$ cat src/rtl/instruction_fetch.sv
// Instruction fetch stage: owns the program counter, addresses instruction
// memory by word, and registers the returned instruction into IF/ID.
// Redirects (branch, then jump) take priority over stall; stall holds state.
module instruction_fetch #(
  parameter logic [31:0] RESET_PC  = 32'h0000_0000,
  parameter logic [31:0] NOP_INSTR = 32'h0000_0000
) (
  input  logic        clk,
  input  logic        rst_n,
  input  logic        stall,
  input  logic        branch_taken,
  input  logic [31:0] branch_target,
  input  logic        jump,
  input  logic [25:0] jump_index,
  output logic [31:0] imem_addr,
  input  logic [31:0] imem_instr,
  output logic [31:0] pc,
  output logic [31:0] ifid_instr,
  output logic [31:0] ifid_pc_plus4,
  output logic        ifid_valid,
  output logic [31:0] fetch_count
);

  // The pc is always word aligned, so the low two bits are forced to zero
  // at every load, including the reset value.
  localparam logic [31:0] RESET_PC_ALIGNED = RESET_PC & ~32'd3;

  logic [31:0] r_pc;
  logic [31:0] r_ifid_instr;
  logic [31:0] r_ifid_pc_plus4;
  logic        r_ifid_valid;
  logic [31:0] r_fetch_count;

  logic [31:0] w_pc_plus4;
  logic [31:0] w_jump_target;
  logic [31:0] w_branch_target_aligned;

  // Next sequential address (wraps at 2^32) and the two redirect targets.
  // The jump target uses the PC+4 of the jump instruction sitting in IF/ID.
  always_comb begin
    w_pc_plus4              = r_pc + 32'd4;
    w_jump_target           = {r_ifid_pc_plus4[31:28], jump_index, 2'b00};
    w_branch_target_aligned = branch_target & ~32'd3;
  end

  // PC and IF/ID update: branch > jump > stall > sequential fetch.
  // A redirect flushes IF/ID to a bubble but keeps ifid_pc_plus4.
  always_ff @(posedge clk or negedge rst_n) begin
    if (!rst_n) begin
      r_pc            <= RESET_PC_ALIGNED;
      r_ifid_instr    <= NOP_INSTR;
      r_ifid_pc_plus4 <= 32'd0;
      r_ifid_valid    <= 1'b0;
      r_fetch_count   <= 32'd0;
    end else if (branch_taken) begin
      r_pc         <= w_branch_target_aligned;
      r_ifid_instr <= NOP_INSTR;
      r_ifid_valid <= 1'b0;
    end else if (jump) begin
      r_pc         <= w_jump_target;
      r_ifid_instr <= NOP_INSTR;
      r_ifid_valid <= 1'b0;
    end else if (!stall) begin
      r_pc            <= w_pc_plus4;
      r_ifid_instr    <= imem_instr;
      r_ifid_pc_plus4 <= w_pc_plus4;
      r_ifid_valid    <= 1'b1;
      r_fetch_count   <= r_fetch_count + 32'd1;
    end
  end

  // Outputs: word address is a pure function of the pc.
  always_comb begin
    imem_addr     = {2'b00, r_pc[31:2]};
    pc            = r_pc;
    ifid_instr    = r_ifid_instr;
    ifid_pc_plus4 = r_ifid_pc_plus4;
    ifid_valid    = r_ifid_valid;
    fetch_count   = r_fetch_count;
  end

endmodule

$ cat config.mk
export PLATFORM = sky130hd
export DESIGN_NAME = instruction_fetch
export DESIGN_NICKNAME = d
export VERILOG_FILES = /design/src/rtl/instruction_fetch.sv
export SDC_FILE = /design/constraint.sdc
export NUM_CORES = 1
export LEC_CHECK = 0
export CAP_MARGIN = 10
export CORE_ASPECT_RATIO = 0.5
export CORE_MARGIN = 4
export CORE_UTILIZATION = 44
export CTS_CLUSTER_SIZE = 28
export DETAILED_ROUTE_END_ITERATION = 10
export PLACE_DENSITY_LB_ADDON = 0.2
export SETUP_SLACK_MARGIN = 0.1
export SYNTH_ARGS = -nofsm -noshare
export SYNTH_HDL_FRONTEND = slang
export SYNTH_SLANG_ARGS = --single-unit
export TNS_END_PERCENT = 100
$ cat constraint.sdc
create_clock -name clk -period 2.4 [get_ports clk]
set_input_delay 0.48 -clock clk [delete_from_list [all_inputs] [get_ports clk]]
set_output_delay 0.48 -clock clk [all_outputs]
set_load 0.01 [all_outputs]
==> results of run 1 <==
## routing by layer
| layer | track usage, % | share of wire [%] | up-vias |
|---|---|---|---|
| met5 | 0 | 0 | - |
| met4 | 5.16 | 0.79 | 0 |
| met3 | 4.89 | 6.5 | 19 |
| met2 | 37.6 | 49 | 227 |
| met1 | 31.4 | 44 | 2852 |
| li1 | - | - | 2800 |
## through the flow
| step | setup WS (ns) | TNS (ns) |
|---|---|---|
| after CTS | 0.284 | 0 |
| after global placement | -0.0202 | -0.0273 |
| after floorplan | 0.573 | 0 |
| after global routing | 0.111 | 0 |
| after detailed placement | 0.00456 | 0 |
| final | 0.296 | 0 |
## worst max-delay path: cells and delay by family, from the launching register on
| kind | cells | cell delay, ns |
|---|---|---|
| flip-flops | 1 | 0.48 |
| buffers and inverters | 2 | 0.74 |
## cell families after synthesis
| kind of cell | after synthesis | share of synthesized area, % |
|---|---|---|
| buffers and inverters | 73 | 6.48 |
| other | 1 | 0.0572 |
| and+or+nand+nor | 252 | 20.0 |
| AOI/OAI and AO/OA | 109 | 10.2 |
| xor gates and xnor gates | 69 | 9.21 |
| muxes | 39 | 5.95 |
| adders and majority gates | 2 | 0.381 |
| DFF | 125 | 47.7 |
## area by class of cell
class	instances	area, sq um	area share (%)
Sequential cell	125	3130	32.0
Multi-Input combinational cell	477	3030	31.0
Timing Repair Buffer	280	2750	28.1
Clock buffer	17	425	4.36
Tap cell	198	248	2.54
Clock inverter	15	163	1.67
Inverter	7	26.3	0.269
## final timing paths
kind                                                  start                            end  slack [ns]  depth (start not counted)
worst max-delay path                     pc[13]$_DFFE_PN0P_                         pc[13]        0.30                          2
worst max register to register            pc[3]$_DFFE_PN0P_  ifid_pc_plus4[12]$_DFFE_PN0P_        0.31                          6
worst min register to register  fetch_count[31]$_DFFE_PN0P_    fetch_count[31]$_DFFE_PN0P_        0.47                          1
min in group asynchronous                             rst_n    fetch_count[24]$_DFFE_PN0P_        0.52                          2
worst min-delay path            fetch_count[31]$_DFFE_PN0P_    fetch_count[31]$_DFFE_PN0P_        0.47                          1
max in group asynchronous                             rst_n     fetch_count[2]$_DFFE_PN0P_        1.28                          3
## flip-flops by register name, indices dropped and copies added (netlist names)
| register | cells |
|---|---|
| ifid_valid | 1 |
| fetch_count | 32 |
| ifid_pc_plus4 | 30 |
| ifid_instr | 32 |
| pc | 30 |
## synthesized netlist by cell type (7+ instances only)
cell type	instances
a21oi_1	22
a22oi_1	8
and3_1	12
buf_2	7
buf_4	36
clkbuf_1	17
dfrtp_1	125
mux2i_1	39
nand2_1	85
nand3_1	35
nand4_1	22
nor2_1	54
nor3_1	7
o21ai_0	37
xnor2_1	35
xor2_1	34
## power by group through the flow
stage | clock network (mW) | registers [mW] | logic [mW]
4_1_cts | 2.61 | 2.56 | 1.47
2_1_floorplan | 0 | 2.63 | 0.555
3_5_place_dp | 0 | 2.59 | 1.46
3_3_place_gp | 0 | 2.58 | 1.44
5_1_grt | 2.70 | 2.60 | 1.56
6_report | 2.55 | 2.56 | 1.45
==> flow_summary_export.csv, run 1 <==
group,metric,value,unit
power,vdd_drop_max,498,uV
timing,hold_violations,0,
placed_design,placed_cells,1086,
timing,rsz0062_at_grt,"no",
critical_path,worst_setup_path_start_kind,"register",
drt,wl_per_cell,17.5,um
drt,vias,5898,
power,switching_share,28.9,%
drt,drc_errors,0,
timing,period_minus_slack,2.10,ns
cts,cts.htree.levels,4,
grt,grt_max_degree,36,
timing,setup_viol,0,
grt,antenna_found_initial,0,
synthesis,synthTopCellsByArea,"dfrtp_1 48%, mux2i_1 5.9%, nand2_1 4.9%",
layout,final_cell_area,9770,sq um
cts,clock_sink_count,125,
power,p_sw,1.90,mW
synthesis,synthArstFlopShare,100,%
job,max_cap_violations,0,
synthesis,synth_top_area_share,47.7,%
floorplanning,fp.coreArea,14500,sq um
synthesis,synth.yosys.warnings,0,
layout,final_common_cell,"clkdlybuf4s50_1",
timing,fmax,475,MHz
placed_design,place_area,9170,sq um
power,power.internal,4.67,mW
timing,slew_headroom,62.8,%
layout,num_antenna_cells,0,
synthesis,ys_seq_elements,125,
drt,first_pass_iters,5,
timing,finalClockSkew,0.0120,ns
floorplanning,dieWidth,181,um
synthesis,syn_avg_cell_area,9.79,sq um
synthesis,synthesis.area,6560,sq um
cts,post_cts_buffers,0,
cts,cts-root-buf,"clkbuf_16",
floorplanning,start_util,45.1,%
timing,holdWs,0.471,ns
power,p_leak,4.17,nW
critical_path,worst-path-max-fanout,6,
drt,final_antenna_net_count,0,
cts,cts_buffers,17,
drt,wl,19600,um
layout,syn_to_final_growth,48.9,%
cts,ctsResizeCount,0,
power,seqPwrFrac,39.0,%
synthesis,synth_edf_count,0,
floorplanning,row_count,31,
grt,grt_pass1_vias,5872,
power,total_power,6.56,mW
synthesis,ys_seq_area_share,47.7,%
synthesis,synth_cell_types,58,
drt,vias_per_cell,5.27,
drt,drt_iter0_markers,425,
critical_path,cp.arrival,1.62,ns
placed_design,dp_hpwl,14700,um
timing,finalMaxSlewViolations,0,
grt,grt_usage,22.8,%
layout,stdcell_count,1119,
power,power_frac_clock,38.9,%
floorplanning,dieHeight,94.4,um
floorplanning,io_pins,256,
layout,mostFrequentLayoutCells,"244 x clkdlybuf4s50_1, 125 x dfrtp_1, 84 x nand2_1",
power,pwr-share-comb,22.2,%
synthesis,synth_cells,670,
cts,cts_hold_buf,1,
floorplanning,die-area,17000,sq um
placed_design,place_congestion,0.910,
synthesis,synth_area_leader_cell,"dfrtp_1",
critical_path,crit_path_end_kind,"output pin",
layout,finalNetCount,1005,
cts,tritoncts,"built",
layout,drive_above_1_share,9.55,%
critical_path,worstPathCellList,"buf_4 -> clkdlybuf4s50_1",
grt,gr-total-overflow,0,
critical_path,cp.required,1.92,ns
min_path,hold_class,"register to register",
critical_path,crit_path_max_incr_delay,0.55,ns
outcome,status,"finished, final reports clean",
placed_design,portBuffers,247,
critical_path,cpMaxStageDelayCell,"clkdlybuf4s50_1",
cts,clock_path_buffers,2,
critical_path,path_class,"register to output pin",
cts,insertion_delay,0.41,ns
layout,final_core_util,67.1,%
layout,fillers,1212,
timing,post-route-period-util,87.7,%
grt,grt_pass1_wl,31300,um
power,power-per-cell-area,672,nW/um^2
synthesis,ys.flop_type,"dfrtp_1",
cts,clkTransAtPathRegs,0.06,ns
timing,worst_pin_slew,0.558,ns
Note: power is estimated with default switching activity, not from simulation.
==> inputs of run 2 (changes only) <==
==> constraint.sdc (replaced) <==
create_clock -name clk -period 2 [get_ports clk]
set_input_delay 0.4 -clock clk [delete_from_list [all_inputs] [get_ports clk]]
set_output_delay 0.4 -clock clk [all_outputs]
set_load 0.01 [all_outputs]
==> flow_summary_export.csv, run 2 (same netlist as run 1, synthesis figures left out) <==
group,metric,value,unit
outcome,status,"finished, final reports clean",
cts,clock_path_buffers,2,
layout,multi_input_comb_area,3060,sq um
critical_path,crit_path_max_incr_delay,0.53,ns
placed_design,dp_hpwl,14700,um
critical_path,worst-path-max-fanout,5,
placed_design,dp_slack,-0.296,ns
floorplanning,start_util,45.1,%
power,p_leak,4.56,nW
critical_path,worst_setup_path_start_kind,"register",
placed_design,place_congestion,0.864,
layout,finalNetCount,1043,
drt,final_antenna_net_count,0,
timing,period_minus_slack,1.87,ns
drt,vias,6071,
placed_design,place_area,9450,sq um
grt,gr-total-overflow,0,
floorplanning,row_count,31,
timing,slew_headroom,52.7,%
floorplanning,io_pins,256,
drt,drc_errors,0,
layout,final_cell_area,10100,sq um
timing,setup_viol,0,
grt,grt_pass1_wl,32500,um
timing,rsz0062_at_grt,"yes",
critical_path,cp.arrival,1.47,ns
placed_design,placed_cells,1118,
layout,final_common_cell,"clkdlybuf4s50_1",
critical_path,cpMaxStageDelayCell,"clkdlybuf4s50_1",
grt,grt_pass1_vias,6238,
timing,finalMaxSlewViolations,0,
timing,worst_pin_slew,0.710,ns
layout,seqCellArea,3150,sq um
layout,mostFrequentLayoutCells,"217 x clkdlybuf4s50_1, 110 x dfrtp_1, 83 x nand2_1",
grt,grt_usage,23.5,%
floorplanning,dieHeight,94.4,um
power,power-per-cell-area,764,nW/um^2
layout,syn_to_final_growth,54.4,%
drt,wl,20300,um
critical_path,path_class,"register to output pin",
cts,cts-root-buf,"clkbuf_16",
floorplanning,die-area,17000,sq um
critical_path,cp.required,1.60,ns
drt,wl_per_cell,17.5,um
drt,drt_iter0_markers,354,
timing,finalClockSkew,0.0140,ns
power,vdd_drop_max,667,uV
critical_path,worstPathCellList,"buf_4 -> clkdlybuf4s50_1",
drt,vias_per_cell,5.25,
cts,clock_sink_count,125,
power,total_power,7.74,mW
timing,hold_violations,0,
grt,grt_max_degree,126,
critical_path,crit_path_end_kind,"output pin",
layout,drive_above_1_share,15.3,%
cts,insertion_delay,0.41,ns
placed_design,portBuffers,247,
timing,holdWs,0.0536,ns
job,max_cap_violations,0,
timing,finalSetupTns,0,ns
timing,worst_slack,0.129,ns
floorplanning,fp.coreArea,14500,sq um
timing,fmax,535,MHz
cts,cts_hold_buf,0,
cts,clkTransAtPathRegs,0.06,ns
layout,final_core_util,69.6,%
timing,post-route-period-util,93.5,%
drt,first_pass_iters,5,
floorplanning,dieWidth,181,um
critical_path,reg2regPathDepth,7,
cts,tritoncts,"built",
layout,fillers,1127,
grt,antenna_found_initial,1,
cts,cts.htree.levels,4,
min_path,hold_class,"input port to async pin",
cts,cts_buffers,17,
layout,num_antenna_cells,0,
layout,stdcell_count,1157,
run 2: final timing paths:
kind / start / slack, ns / end
min: rst_n / 0.05 / fetch_count[25]$_DFFE_PN0P_
min reg2reg: ifid_valid$_DFFE_PN0P_ / 0.47 / ifid_valid$_DFFE_PN0P_
min in group clk: branch_taken / 0.41 / fetch_count[4]$_DFFE_PN0P_
max reg2reg: pc[10]$_DFFE_PN0P_ / 0.21 / pc[21]$_DFFE_PN0P_
max in group asynchronous: rst_n / 1.34 / pc[5]$_DFFE_PN0P_
max: pc[25]$_DFFE_PN0P_ / 0.13 / pc[25]
run 2: area by class of cell:
type	instances	share of cell area, %
Clock buffer	18	4.24
Clock inverter	14	1.11
Inverter	7	0.259
Multi-Input combinational cell	477	30.2
Sequential cell	125	31.1
Tap cell	198	2.45
Timing Repair Buffer	318	30.7
run 2: metal layers:
| metal | track usage, % | routed length (um) | up-vias |
|---|---|---|---|
| met1 | 31.3 | 8720 | 2936 |
| li1 | - | - | 2876 |
| met3 | 5.04 | 1360 | 28 |
| met5 | 0 | 20 | - |
| met4 | 5.66 | 233 | 2 |
| met2 | 39.8 | 9950 | 229 |
run 2: repair_timing:
| item | in CTS | in global routing |
|---|---|---|
| buffers inserted | 5 | 2 |
| pin swaps | 0 | 5 |
| resized for setup | 13 | 36 |
| setup endpoints to repair | 22 | 61 |
run 2: critical path: cells and delay by family (launching register included):
kind,cells,cell delay (ns)
buf+inv,2,0.69
flops,1,0.38
run 2: report_power, final:
group | internal, mW | leakage [nW] | total, mW | switching (mW)
clock | 1.61 | 0.256 | 2.82 | 1.22
sequential | 2.78 | 1.61 | 3.02 | 0.239
combinational | 1.04 | 2.70 | 1.90 | 0.859
total | 5.43 | 4.56 | 7.74 | 2.31
